**src/rtl/tail_light_pkg.sv**
```systemverilog
`default_nettype none
// ============================================================================
// Module      : tail_light_pkg
// Description : Shared constants for the tail-light lamp interface: blink
//               sequence, decoded mode codes, side class codes, tracker
//               state codes and the seven-segment digit table.
// Revision    : 1.0 - initial release
// ============================================================================
package tail_light_pkg;

    // Blink sequence, inner lamp first: 000 -> 001 -> 011 -> 111 -> 000
    localparam logic [2:0] c_SEQ0 = 3'b000;
    localparam logic [2:0] c_SEQ1 = 3'b001;
    localparam logic [2:0] c_SEQ2 = 3'b011;
    localparam logic [2:0] c_SEQ3 = 3'b111;

    // Decoded mode codes
    localparam logic [2:0] c_MODE_IDLE        = 3'd0;
    localparam logic [2:0] c_MODE_LEFT        = 3'd1;
    localparam logic [2:0] c_MODE_RIGHT       = 3'd2;
    localparam logic [2:0] c_MODE_HAZARD      = 3'd3;
    localparam logic [2:0] c_MODE_BRAKE       = 3'd4;
    localparam logic [2:0] c_MODE_LEFT_BRAKE  = 3'd5;
    localparam logic [2:0] c_MODE_RIGHT_BRAKE = 3'd6;
    localparam logic [2:0] c_MODE_UNKNOWN     = 3'd7;

    // Per-side classification
    localparam logic [1:0] c_CLS_OFF     = 2'd0;
    localparam logic [1:0] c_CLS_BLINK   = 2'd1;
    localparam logic [1:0] c_CLS_STEADY  = 2'd2;
    localparam logic [1:0] c_CLS_UNKNOWN = 2'd3;

    // Side tracker state encoding
    localparam logic [1:0] c_ST_ACQ       = 2'd0;
    localparam logic [1:0] c_ST_BLINK     = 2'd1;
    localparam logic [1:0] c_ST_STEADY_ON = 2'd2;
    localparam logic [1:0] c_ST_OFF       = 2'd3;

    // Successor of a legal pattern in the blink sequence
    function automatic logic [2:0] seq_next(input logic [2:0] p);
        case (p)
            c_SEQ0:  seq_next = c_SEQ1;
            c_SEQ1:  seq_next = c_SEQ2;
            c_SEQ2:  seq_next = c_SEQ3;
            default: seq_next = c_SEQ0;
        endcase
    endfunction

    // Position of a legal pattern within the sequence
    function automatic logic [1:0] seq_phase(input logic [2:0] p);
        case (p)
            c_SEQ1:  seq_phase = 2'd1;
            c_SEQ2:  seq_phase = 2'd2;
            c_SEQ3:  seq_phase = 2'd3;
            default: seq_phase = 2'd0;
        endcase
    endfunction

    // Only the four sequence patterns can ever appear on a healthy side
    function automatic logic seq_legal(input logic [2:0] p);
        seq_legal = (p == c_SEQ0) || (p == c_SEQ1) || (p == c_SEQ2) || (p == c_SEQ3);
    endfunction

    // Active-low segments gfedcba for digits 0..7
    function automatic logic [6:0] seg7_digit(input logic [2:0] d);
        case (d)
            3'd0:    seg7_digit = 7'h40;
            3'd1:    seg7_digit = 7'h79;
            3'd2:    seg7_digit = 7'h24;
            3'd3:    seg7_digit = 7'h30;
            3'd4:    seg7_digit = 7'h19;
            3'd5:    seg7_digit = 7'h12;
            3'd6:    seg7_digit = 7'h02;
            default: seg7_digit = 7'h78;
        endcase
    endfunction

endpackage
`default_nettype wire

```
**src/rtl/tail_light_side_tracker.sv**
```systemverilog
`default_nettype none
// ============================================================================
// Module      : tail_light_side_tracker
// Description : Follows one side's three lamp lines, checks the blink
//               sequence and classifies the side as OFF, BLINK, STEADY or
//               UNKNOWN. Flags illegal patterns and skipped steps.
// Revision    : 1.0 - initial release
// ============================================================================
module tail_light_side_tracker
    import tail_light_pkg::*;
#(
    parameter int HOLD_MAX     = 2,
    parameter int STEADY_TICKS = 4,
    parameter int LOCK_STEPS   = 4
) (
    input  logic       clock,
    input  logic       reset,
    input  logic       i_sample_en,
    input  logic [2:0] i_lamps,
    output logic [1:0] o_side_class,
    output logic [1:0] o_phase,
    output logic       o_seq_err
);

    localparam int c_HOLD_W = $clog2(STEADY_TICKS + 1);
    localparam int c_LOCK_W = $clog2(LOCK_STEPS + 1);

    localparam logic [c_HOLD_W-1:0] c_HOLD_MAX = c_HOLD_W'(HOLD_MAX);
    localparam logic [c_HOLD_W-1:0] c_STEADY   = c_HOLD_W'(STEADY_TICKS);
    localparam logic [c_HOLD_W-1:0] c_HOLD_ONE = c_HOLD_W'(1);
    localparam logic [c_LOCK_W-1:0] c_LOCK_MAX = c_LOCK_W'(LOCK_STEPS);
    localparam logic [c_LOCK_W-1:0] c_LOCK_ONE = c_LOCK_W'(1);

    logic [1:0]          r_state;
    logic [2:0]          r_prev;
    logic [c_HOLD_W-1:0] r_hold;
    logic [c_LOCK_W-1:0] r_lock;

    logic [1:0]          w_state;
    logic [2:0]          w_prev;
    logic [c_HOLD_W-1:0] w_hold;
    logic [c_LOCK_W-1:0] w_lock;
    logic [c_HOLD_W-1:0] w_hold_inc;
    logic [c_LOCK_W-1:0] w_lock_inc;
    logic                w_err;

    // State register; hold count 0 in ACQ means no reference pattern yet
    always_ff @(posedge clock) begin
        if (!reset) begin
            r_state <= c_ST_ACQ;
            r_prev  <= c_SEQ0;
            r_hold  <= '0;
            r_lock  <= '0;
        end else begin
            r_state <= w_state;
            r_prev  <= w_prev;
            r_hold  <= w_hold;
            r_lock  <= w_lock;
        end
    end

    // Next-state: advance / hold / steady detection / error recovery
    always_comb begin
        w_state    = r_state;
        w_prev     = r_prev;
        w_hold     = r_hold;
        w_lock     = r_lock;
        w_err      = 1'b0;
        w_hold_inc = (r_hold == c_STEADY)   ? r_hold : r_hold + c_HOLD_ONE;
        w_lock_inc = (r_lock == c_LOCK_MAX) ? r_lock : r_lock + c_LOCK_ONE;

        if (i_sample_en) begin
            if (!seq_legal(i_lamps)) begin
                w_err = 1'b1;
            end else begin
                case (r_state)
                    c_ST_OFF: begin
                        if (i_lamps == c_SEQ0) begin
                            w_hold = w_hold_inc;
                        end else if (i_lamps == c_SEQ1) begin
                            // First step out of OFF already counts as one advance
                            w_state = c_ST_ACQ;
                            w_prev  = c_SEQ1;
                            w_hold  = c_HOLD_ONE;
                            w_lock  = c_LOCK_ONE;
                        end else begin
                            w_err = 1'b1;
                        end
                    end
                    c_ST_STEADY_ON: begin
                        if (i_lamps == c_SEQ3) begin
                            w_hold = w_hold_inc;
                        end else if (i_lamps == c_SEQ0) begin
                            w_state = c_ST_ACQ;
                            w_prev  = c_SEQ0;
                            w_hold  = c_HOLD_ONE;
                            w_lock  = c_LOCK_ONE;
                        end else begin
                            w_err = 1'b1;
                        end
                    end
                    default: begin
                        if (r_hold == '0) begin
                            w_prev = i_lamps;
                            w_hold = c_HOLD_ONE;
                            w_lock = '0;
                        end else if (i_lamps == seq_next(r_prev)) begin
                            w_prev = i_lamps;
                            w_hold = c_HOLD_ONE;
                            w_lock = w_lock_inc;
                            if (w_lock_inc == c_LOCK_MAX) begin
                                w_state = c_ST_BLINK;
                            end
                        end else if (i_lamps == r_prev) begin
                            w_hold = w_hold_inc;
                            if (w_hold_inc > c_HOLD_MAX) begin
                                if ((i_lamps == c_SEQ1) || (i_lamps == c_SEQ2)) begin
                                    w_err = 1'b1;
                                end else begin
                                    // Long 000/111: no longer a blink, maybe going steady
                                    w_lock  = '0;
                                    w_state = c_ST_ACQ;
                                    if (w_hold_inc == c_STEADY) begin
                                        w_state = (i_lamps == c_SEQ3) ? c_ST_STEADY_ON : c_ST_OFF;
                                    end
                                end
                            end
                        end else begin
                            w_err = 1'b1;
                        end
                    end
                endcase
            end

            if (w_err) begin
                w_state = c_ST_ACQ;
                w_prev  = c_SEQ0;
                w_hold  = '0;
                w_lock  = '0;
            end
        end
    end

    // Class and phase follow the registered state
    always_comb begin
        case (r_state)
            c_ST_OFF:       o_side_class = c_CLS_OFF;
            c_ST_BLINK:     o_side_class = c_CLS_BLINK;
            c_ST_STEADY_ON: o_side_class = c_CLS_STEADY;
            default:        o_side_class = c_CLS_UNKNOWN;
        endcase
        o_phase   = seq_phase(r_prev);
        o_seq_err = w_err;
    end

endmodule
`default_nettype wire

```
**src/rtl/tail_light_decoder.sv**
```systemverilog
`default_nettype none
// ============================================================================
// Module      : tail_light_decoder
// Description : Receiving end of the tail-light lamp interface. Tracks both
//               sides, decodes the driver's intent into a mode code and shows
//               it on one active-low seven-segment digit.
// Revision    : 1.0 - initial release
// ============================================================================
module tail_light_decoder
    import tail_light_pkg::*;
#(
    parameter int HOLD_MAX     = 2,
    parameter int STEADY_TICKS = 4,
    parameter int LOCK_STEPS   = 4
) (
    input  logic       clock,
    input  logic       reset,
    input  logic       sample_en,
    input  logic [2:0] lamps_left,
    input  logic [2:0] lamps_right,
    output logic [2:0] mode,
    output logic       mode_valid,
    output logic       seq_error,
    output logic [7:0] hex
);

    logic [1:0] w_cls_left;
    logic [1:0] w_cls_right;
    logic [1:0] w_phase_left;
    logic [1:0] w_phase_right;
    logic       w_err_left;
    logic       w_err_right;
    logic [2:0] w_mode;
    logic [7:0] w_hex;

    logic [2:0] r_mode;
    logic       r_mode_valid;
    logic       r_seq_error;
    logic       r_sticky;

    tail_light_side_tracker #(
        .HOLD_MAX     (HOLD_MAX),
        .STEADY_TICKS (STEADY_TICKS),
        .LOCK_STEPS   (LOCK_STEPS)
    ) u_left (
        .clock        (clock),
        .reset        (reset),
        .i_sample_en  (sample_en),
        .i_lamps      (lamps_left),
        .o_side_class (w_cls_left),
        .o_phase      (w_phase_left),
        .o_seq_err    (w_err_left)
    );

    tail_light_side_tracker #(
        .HOLD_MAX     (HOLD_MAX),
        .STEADY_TICKS (STEADY_TICKS),
        .LOCK_STEPS   (LOCK_STEPS)
    ) u_right (
        .clock        (clock),
        .reset        (reset),
        .i_sample_en  (sample_en),
        .i_lamps      (lamps_right),
        .o_side_class (w_cls_right),
        .o_phase      (w_phase_right),
        .o_seq_err    (w_err_right)
    );

    // Combination table: (left class, right class) -> mode
    always_comb begin
        w_mode = c_MODE_UNKNOWN;
        if (w_cls_left == c_CLS_OFF && w_cls_right == c_CLS_OFF) begin
            w_mode = c_MODE_IDLE;
        end else if (w_cls_left == c_CLS_BLINK && w_cls_right == c_CLS_OFF) begin
            w_mode = c_MODE_LEFT;
        end else if (w_cls_left == c_CLS_OFF && w_cls_right == c_CLS_BLINK) begin
            w_mode = c_MODE_RIGHT;
        end else if (w_cls_left == c_CLS_BLINK && w_cls_right == c_CLS_BLINK) begin
            // Sides blinking out of step are not a hazard indication
            if (w_phase_left == w_phase_right) begin
                w_mode = c_MODE_HAZARD;
            end
        end else if (w_cls_left == c_CLS_STEADY && w_cls_right == c_CLS_STEADY) begin
            w_mode = c_MODE_BRAKE;
        end else if (w_cls_left == c_CLS_BLINK && w_cls_right == c_CLS_STEADY) begin
            w_mode = c_MODE_LEFT_BRAKE;
        end else if (w_cls_left == c_CLS_STEADY && w_cls_right == c_CLS_BLINK) begin
            w_mode = c_MODE_RIGHT_BRAKE;
        end
    end

    // Output registers; both sides erroring together still give one pulse
    always_ff @(posedge clock) begin
        if (!reset) begin
            r_mode       <= c_MODE_IDLE;
            r_mode_valid <= 1'b0;
            r_seq_error  <= 1'b0;
            r_sticky     <= 1'b0;
        end else begin
            r_mode       <= w_mode;
            r_mode_valid <= (w_mode != c_MODE_UNKNOWN);
            r_seq_error  <= w_err_left | w_err_right;
            r_sticky     <= r_sticky | w_err_left | w_err_right;
        end
    end

    // Digit blanked when the mode is not legal; decimal point marks a past error
    always_comb begin
        w_hex = {~r_sticky, 7'h7F};
        if (r_mode_valid) begin
            w_hex[6:0] = seg7_digit(r_mode);
        end
    end

    assign mode       = r_mode;
    assign mode_valid = r_mode_valid;
    assign seq_error  = r_seq_error;
    assign hex        = w_hex;

endmodule
`default_nettype wire

```
**config.mk**
```make
export PLATFORM = sky130hd
export DESIGN_NAME = tail_light_decoder
export DESIGN_NICKNAME = d
export VERILOG_FILES = /design/src/rtl/tail_light_pkg.sv /design/src/rtl/tail_light_side_tracker.sv /design/src/rtl/tail_light_decoder.sv
export SDC_FILE = /design/constraint.sdc
export NUM_CORES = 1
export LEC_CHECK = 0
export ABC_CLOCK_PERIOD_IN_PS = 3150
export BUFFER_PORTS_ARGS = -buffer_cell sky130_fd_sc_hd__buf_2
export CORE_MARGIN = 10
export CORE_UTILIZATION = 45
export CTS_BUF_LIST = sky130_fd_sc_hd__clkbuf_4
export DETAILED_ROUTE_END_ITERATION = 10
export GPL_ROUTABILITY_DRIVEN = 0
export SYNTH_ARGS = -nofsm -noshare
export SYNTH_HDL_FRONTEND = slang
export SYNTH_HIERARCHICAL = 1
export SYNTH_SLANG_ARGS = --single-unit
```
**constraint.sdc**
```tcl
create_clock -name clock -period 3.15 [get_ports clock]
set_clock_uncertainty 0.1 [all_clocks]
set_input_delay 0.315 -clock clock [delete_from_list [all_inputs] [get_ports clock]]
set_output_delay 0.315 -clock clock [all_outputs]
set_load 0.005 [all_outputs]
```
; ---- Word level (Yosys, flattened, before mapping)
; Index checks and enable logic that the tools add are counted.
[classes]
n_addsub = 4
mul = 0
div_mod_pow = 0
magnitude_cmp = 2
eq_ne = 62
shift = 0
n_mux = 138
n_bitwise = 4
n_reduce_logical = 46
[op_table]
columns = cell, n
row1 = two-way mux 3 bit, 65
row2 = two-way mux 2 bit, 28
row3 = one-hot mux 7 bit (7 select lines), 1
row4 = "== test 3 bit, second input constant", 15
row5 = one-hot mux 3 bit (2 select lines), 6
row6 = nonzero test 5 bit, 6
row7 = two-way mux 1 bit, 27
row8 = one-hot mux 2 bit (3 select lines), 4
row9 = nonzero test 6 bit, 4
row10 = AND reduction 11 bit, 2
row11 = logical NOT 3 bit, 7
row12 = "== test 3 x 2 -> 1 bit, second input constant", 6
row13 = one-hot mux 3 bit (3 select lines), 2
row14 = AND reduction 9 bit, 2
row15 = "inequality test 4 x 2 -> 1 bit, second input constant", 4
row16 = "== test 3 x 1 -> 1 bit, second input constant", 5
row17 = "inequality test 3 bit, second input constant", 5
row18 = AND reduction 7 bit, 2
row19 = "adder 3 x 1 -> 3 bit, second input constant", 4
row20 = "== test 2 bit, second input constant", 6
row21 = == test 3 bit, 4
row22 = "inequality test 3 x 2 -> 1 bit, second input constant", 4
row23 = "inequality test 6 x 4 -> 1 bit, second input constant", 2
row24 = "inequality test 5 x 4 -> 1 bit, second input constant", 2
row25 = other kinds (16), 43
[totals]
ff_bits = 28
latchBits = 0
mem_bits_rw = 0
mem_bits_ro = 0
out_inout_bits = 13
mem_count = 0

; ---- Longest topological paths before layout
[depth]
depth_word = 15
depth_mapped = 12

; ---- Cells and area by module
; Netlist, hierarchy kept.
[by_module_without_submodules]
columns = mod, instances, cells_per_inst, area_per_inst_um2, seq_area_each_um2
row1 = tail_light_side_tracker, 2, 159, 1218.7, 220.2
row2 = tail_light_decoder, 1, 42, 347.8, 120.1

; ---- Worst setup path before layout
; Ideal clock, no wire load.
[synth_timing]
path_kind = register -> register
startpoint = register u_left.r_hold[0]
endpoint = register u_left.r_state[0]
t_arrival_ns = 2.390
t_required_ns = 2.968
slack_ns = 0.577
stages_incl_launch_ff = 11
path_buffers = 2
synth_period_minus_slack_ns = 2.573
path_cell_list = dfxtp_1 inv_1 ha_1 buf_2 and3b_1 a2bb2oi_1 a211oi_1 or3_1 clkbuf_2 or4_1 o221ai_1
[synth_between]
elab_chain_len = 12
[synth_rtl]
columns = item, line
row1 = start: declaration, tail_light_side_tracker.sv:36  ; logic [c_HOLD_W-1:0] r_hold;
row2 = start signal: assignment, tail_light_side_tracker.sv:57  ; r_hold <= w_hold;
row3 = adder 3 x 1 -> 3 bit / == test 3 bit (equally long branches), tail_light_side_tracker.sv:69  ; w_hold_inc = (r_hold == c_STEADY) ? r_hold : r_hold + c_HOLD_ONE;
row4 = two-way mux 3 bit, tail_light_side_tracker.sv:69
row5 = greater-than comparator 3 x 2 -> 1 bit / == test 3 bit (equally long branches), "tail_light_side_tracker.sv:116, tail_light_side_tracker.sv:123"
row6 = two-way mux 1 bit / two-way mux 2 bit (equally long branches), "tail_light_side_tracker.sv:116, tail_light_side_tracker.sv:123"
row7 = two-way mux 1 bit / two-way mux 2 bit (equally long branches), "tail_light_side_tracker.sv:114, tail_light_side_tracker.sv:117"
row8 = two-way mux 1 bit / two-way mux 2 bit (equally long branches), "tail_light_side_tracker.sv:107, tail_light_side_tracker.sv:116"
row9 = two-way mux 1 bit / two-way mux 2 bit (equally long branches), "tail_light_side_tracker.sv:103, tail_light_side_tracker.sv:114"
row10 = one-hot mux 1 bit (2 select lines) / two-way mux 2 bit (equally long branches), "tail_light_side_tracker.sv:76, tail_light_side_tracker.sv:107"
row11 = two-way mux 1 bit / two-way mux 2 bit (equally long branches), "tail_light_side_tracker.sv:73, tail_light_side_tracker.sv:103"
row12 = two-way mux 1 bit / one-hot mux 2 bit (2 select lines) (equally long branches), "tail_light_side_tracker.sv:72, tail_light_side_tracker.sv:76"
row13 = inequality test 5 bit (no line) (tied with other cells), --
row14 = AND reduction 11 bit (no line) / two-way mux 2 bit (equally long branches), --
row15 = end signal: assignment, tail_light_side_tracker.sv:50  ; r_state <= c_ST_ACQ;
row16 = end signal: assignment, tail_light_side_tracker.sv:55  ; r_state <= w_state;
row17 = end: declaration, tail_light_side_tracker.sv:34  ; logic [1:0] r_state;
; Parallel ways exist; a longest one is shown, timed or not. The select of a mux whose other input is x is not followed.
; A chain may end at the register's enable or synchronous reset.

; ---- Worst setup path after layout
[layout_timing]
startpoint = register u_right.r_hold[0]
endpoint = register u_right.r_state[0]
[layout_between]
elab_chain_len = 12
[layout_rtl]
columns = item, line
row1 = start: declaration, tail_light_side_tracker.sv:36
row2 = start signal: assignment, tail_light_side_tracker.sv:57
row3 = adder 3 x 1 -> 3 bit / == test 3 bit (equally long branches), tail_light_side_tracker.sv:69
row4 = two-way mux 3 bit, tail_light_side_tracker.sv:69
row5 = greater-than comparator 3 x 2 -> 1 bit / == test 3 bit (equally long branches), "tail_light_side_tracker.sv:116, tail_light_side_tracker.sv:123"
row6 = two-way mux 1 bit / two-way mux 2 bit (equally long branches), "tail_light_side_tracker.sv:116, tail_light_side_tracker.sv:123"
row7 = two-way mux 1 bit / two-way mux 2 bit (equally long branches), "tail_light_side_tracker.sv:114, tail_light_side_tracker.sv:117"
row8 = two-way mux 1 bit / two-way mux 2 bit (equally long branches), "tail_light_side_tracker.sv:107, tail_light_side_tracker.sv:116"
row9 = two-way mux 1 bit / two-way mux 2 bit (equally long branches), "tail_light_side_tracker.sv:103, tail_light_side_tracker.sv:114"
row10 = one-hot mux 1 bit (2 select lines) / two-way mux 2 bit (equally long branches), "tail_light_side_tracker.sv:76, tail_light_side_tracker.sv:107"
row11 = two-way mux 1 bit / two-way mux 2 bit (equally long branches), "tail_light_side_tracker.sv:73, tail_light_side_tracker.sv:103"
row12 = two-way mux 1 bit / one-hot mux 2 bit (2 select lines) (equally long branches), "tail_light_side_tracker.sv:72, tail_light_side_tracker.sv:76"
row13 = inequality test 5 bit (no line) (tied with other cells), --
row14 = AND reduction 11 bit (no line) / two-way mux 2 bit (equally long branches), --
row15 = end signal: assignment, tail_light_side_tracker.sv:50
row16 = end signal: assignment, tail_light_side_tracker.sv:55
row17 = end: declaration, tail_light_side_tracker.sv:34
; Parallel ways exist; a longest one is shown, timed or not. The select of a mux whose other input is x is not followed.

==> flow_summary.yaml <==
run_status:
  status: "finished clean"
clock_tree:
  cts_tree: "yes"
  clk_latency_ns: 0.34
  cts_root_buf: "clkbuf_4"
  clkTransAtPathRegs_ns: 0.17
  cts_resized: 0
  cts-buffers-inserted: 3
  cts_setup_buffers: 0
  h-tree-depth: 1
  clkSinkCount: 28
  ctsHoldBuffers: 0
  cts_buffer_depth: 2
final_layout:
  drive_gt1_share_pct: 13.26
  design_area_um2: 2892
  fillers: 598
  multi_input_area_um2: 1993
  fin_nets: 380
  diodes: 0
  syn2layout_area_growth_pct: 3.818
  regArea_um2: 560.5
route:
  drtIter0Drc: 168
  first_pass_iters: 5
  route.detailed.drc: 0
  vias: 2643
  drt_wl_total_um: 6553
  routedWlPerCell_um: 15.00
  viasPerCell: 6.048
  antenna_left: 0
yosys:
  synth_cell_types: 61
  synth_largest_area_cell: "dfxtp_1"
  netlist_area_um2: 2785
  ys_warn_count: 6
  ys_ff_latch: 28
  synth_cells: 360
  ys_async_sr_fraction_pct: 0
  yosysTopAreaCellShare_pct: 20.13
  avgSynthCellArea_um2: 7.737
  synth_edf_count: 0
  synth.yosys.seq_area_share_pct: 20.13
  synthTopCellsByArea: "dfxtp_1 20%, a21oi_1 4.1%, o21ai_0 4.0%"
  synth_nets: 377
  synth_top_flop_cell: "dfxtp_1"
grt:
  grt_max_degree: 37
  grt.overflow.total: 0
  grt_pass1_wl_um: 11020
  grt_pass1_vias: 2338
  grt_util_all_layers_pct: 12.72
  antenna_found_initial: 0
critical_path:
  cp.required_ns: 3.30
  r2r-start: "u_right/r_hold[0]"
  critPathLaunch: "u_right/r_hold[0]"
  crit_type: "flip-flop to flip-flop"
  startpoint_type: "flip-flop"
  arrival_ns: 3.06
  worst-path-max-fanout: 10
  end_kind: "flip-flop"
worst_hold_path:
  min_from: "sample_en"
  min_path_type: "input port to flip-flop"
floorplanning:
  initial_utilization_pct: 46.76
  core_um2: 5956
  die_w_um: 98.67
  dieHeight_um: 98.67
  ios: 22
  die-area_um2: 9736
  fp-row-count: 28
timing:
  fin_crit_sh_pct: 92.39
  setup-violations-final: 0
  grt_setup_unrepaired: "false"
  fin_crit_ns: 2.910
  setup_tns_ns: 0
  slew_viol_final: 0
  max_slew_margin_pct: 57.98
  tightestPinTransition_ns: 0.6303
  fmax_mhz: 343.6
  hold_viol_final: 0
power_and_ir_drop:
  ir_drop_v: 0.0001827
  comb_power_share_pct: 25.5
  swShare_pct: 31.19
  pwr-share-seq_pct: 46.0
  p_leak_nw: 1.041
  p_int_uw: 578.7
  power.switching_uw: 262.3
  power_density_nw_per_um2: 290.9
  clock_power_share_pct: 28.5
placed_design:
  io_buffers: 21
  place_area_um2: 2839
  dp_hpwl_um: 4903
flow_run:
  maxCapViolations: 0
==> sequential cells by signal (all words and copies together), names as in the netlist <==
| name | count |
|---|---|
| u_left/r_prev | 3 |
| u_right/r_lock | 3 |
| u_right/r_hold | 3 |
| u_left/r_state | 2 |
| seq_error | 1 |
| u_left/r_hold | 3 |
| r_sticky | 1 |
| u_right/r_prev | 3 |
| mode_valid | 1 |
| mode | 3 |
| u_left/r_lock | 3 |
| u_right/r_state | 2 |
==> cell usage after synthesis (all sizes together) (5+ instances only) <==
library cell,n
nand2b,12
nor2,18
ha,8
a31oi,6
o21ai,23
nand3,18
o21a,5
nand3b,5
a21o,5
nand2,28
clkbuf,12
dfxtp,28
nor3,6
buf,11
a21boi,8
inv,23
and2,12
nor2b,7
xnor2,9
mux2,6
a21oi,23
==> worst paths after layout <==
check	endpoint	slack [ns]	cells after the start
min reg2reg	r_sticky	0.38	1
min	u_right/r_hold[0]	0.29	3
max	u_right/r_state[0]	0.24	8
max reg2reg	u_right/r_state[0]	0.24	8
==> critical path: stages (launching register included) <==
cell and delay, ns:
dfxtp_1 0.48, inv_1 0.12, ha_1 0.32, and3b_1 0.27, a2bb2oi_1 0.32, a211oi_1 0.12
or3_1 0.44, or4_1 0.56, o221ai_1 0.08
==> power groups by stage <==
stage                     logic [mW]  clock network, mW  registers [mW]
after CTS                      0.213              0.252           0.387
after global placement         0.211                  0           0.394
after detailed placement       0.211                  0           0.394
final                          0.215              0.239           0.387
after global routing           0.239              0.261           0.390
after floorplan                0.178                  0           0.384
==> layer usage <==
layer  track usage [%]  wire [um]  vias to the layer above
li1                  -          -                     1341
met1             18.35       3406                     1227
met2             18.46       2661                       67
met3             3.422        424                        8
met4             2.205         61                        0
met5                 0          0                        -
==> placed cells by master (no fill, tap or decap), drive strengths merged, types with 6 or more instances in the layout <==
master | synthesis | layout
a21boi | 8 | 8
a21oi | 23 | 23
a31oi | 6 | 6
and2 | 12 | 12
buf | 11 | 21
dfxtp | 28 | 28
ha | 8 | 8
inv | 23 | 23
mux2 | 6 | 6
nand2 | 28 | 28
nand2b | 12 | 12
nand3 | 18 | 18
nor2 | 18 | 18
nor2b | 7 | 7
nor3 | 6 | 6
o21ai | 23 | 23
xnor2 | 9 | 9
==> cell type report <==
| class | count | area share [%] |
|---|---|---|
| clock buffer | 3 | 0.7789 |
| tap | 75 | 3.245 |
| sequential | 28 | 19.39 |
| inverter | 23 | 2.986 |
| multi-input combinational | 286 | 68.93 |
| timing repair buffer | 21 | 3.635 |
| clock inverter | 1 | 1.039 |
==> logic make-up after synthesis <==
group / share of synthesized area (%)
adder cells (fa/ha/maj): 3.594
buffers and inverters: 8.311
flip-flops: 20.13
XOR/XNOR: 3.145
AO/OA/AOI/OAI: 30.64
AND/OR/NAND/NOR: 30.32
multiplexers: 3.863
==> metrics by stage <==
step / power [mW] / setup WS [ns] / utilization, % / hold WS [ns] / std cells
floorplan: 0.5620 / 0.5773 / - / 0.3259 / 360
global placement: 0.6048 / 0.4097 / 47.67 / 0.3448 / 433
detailed placement: 0.6057 / 0.3400 / 47.67 / 0.3410 / 433
CTS: 0.8518 / 0.2710 / 48.55 / 0.2606 / 437
global route: 0.8899 / 0.09833 / 48.55 / 0.3090 / 437
finish: 0.8410 / 0.2398 / 48.55 / 0.2854 / 437
Note: power is estimated with default switching activity, not from simulation.
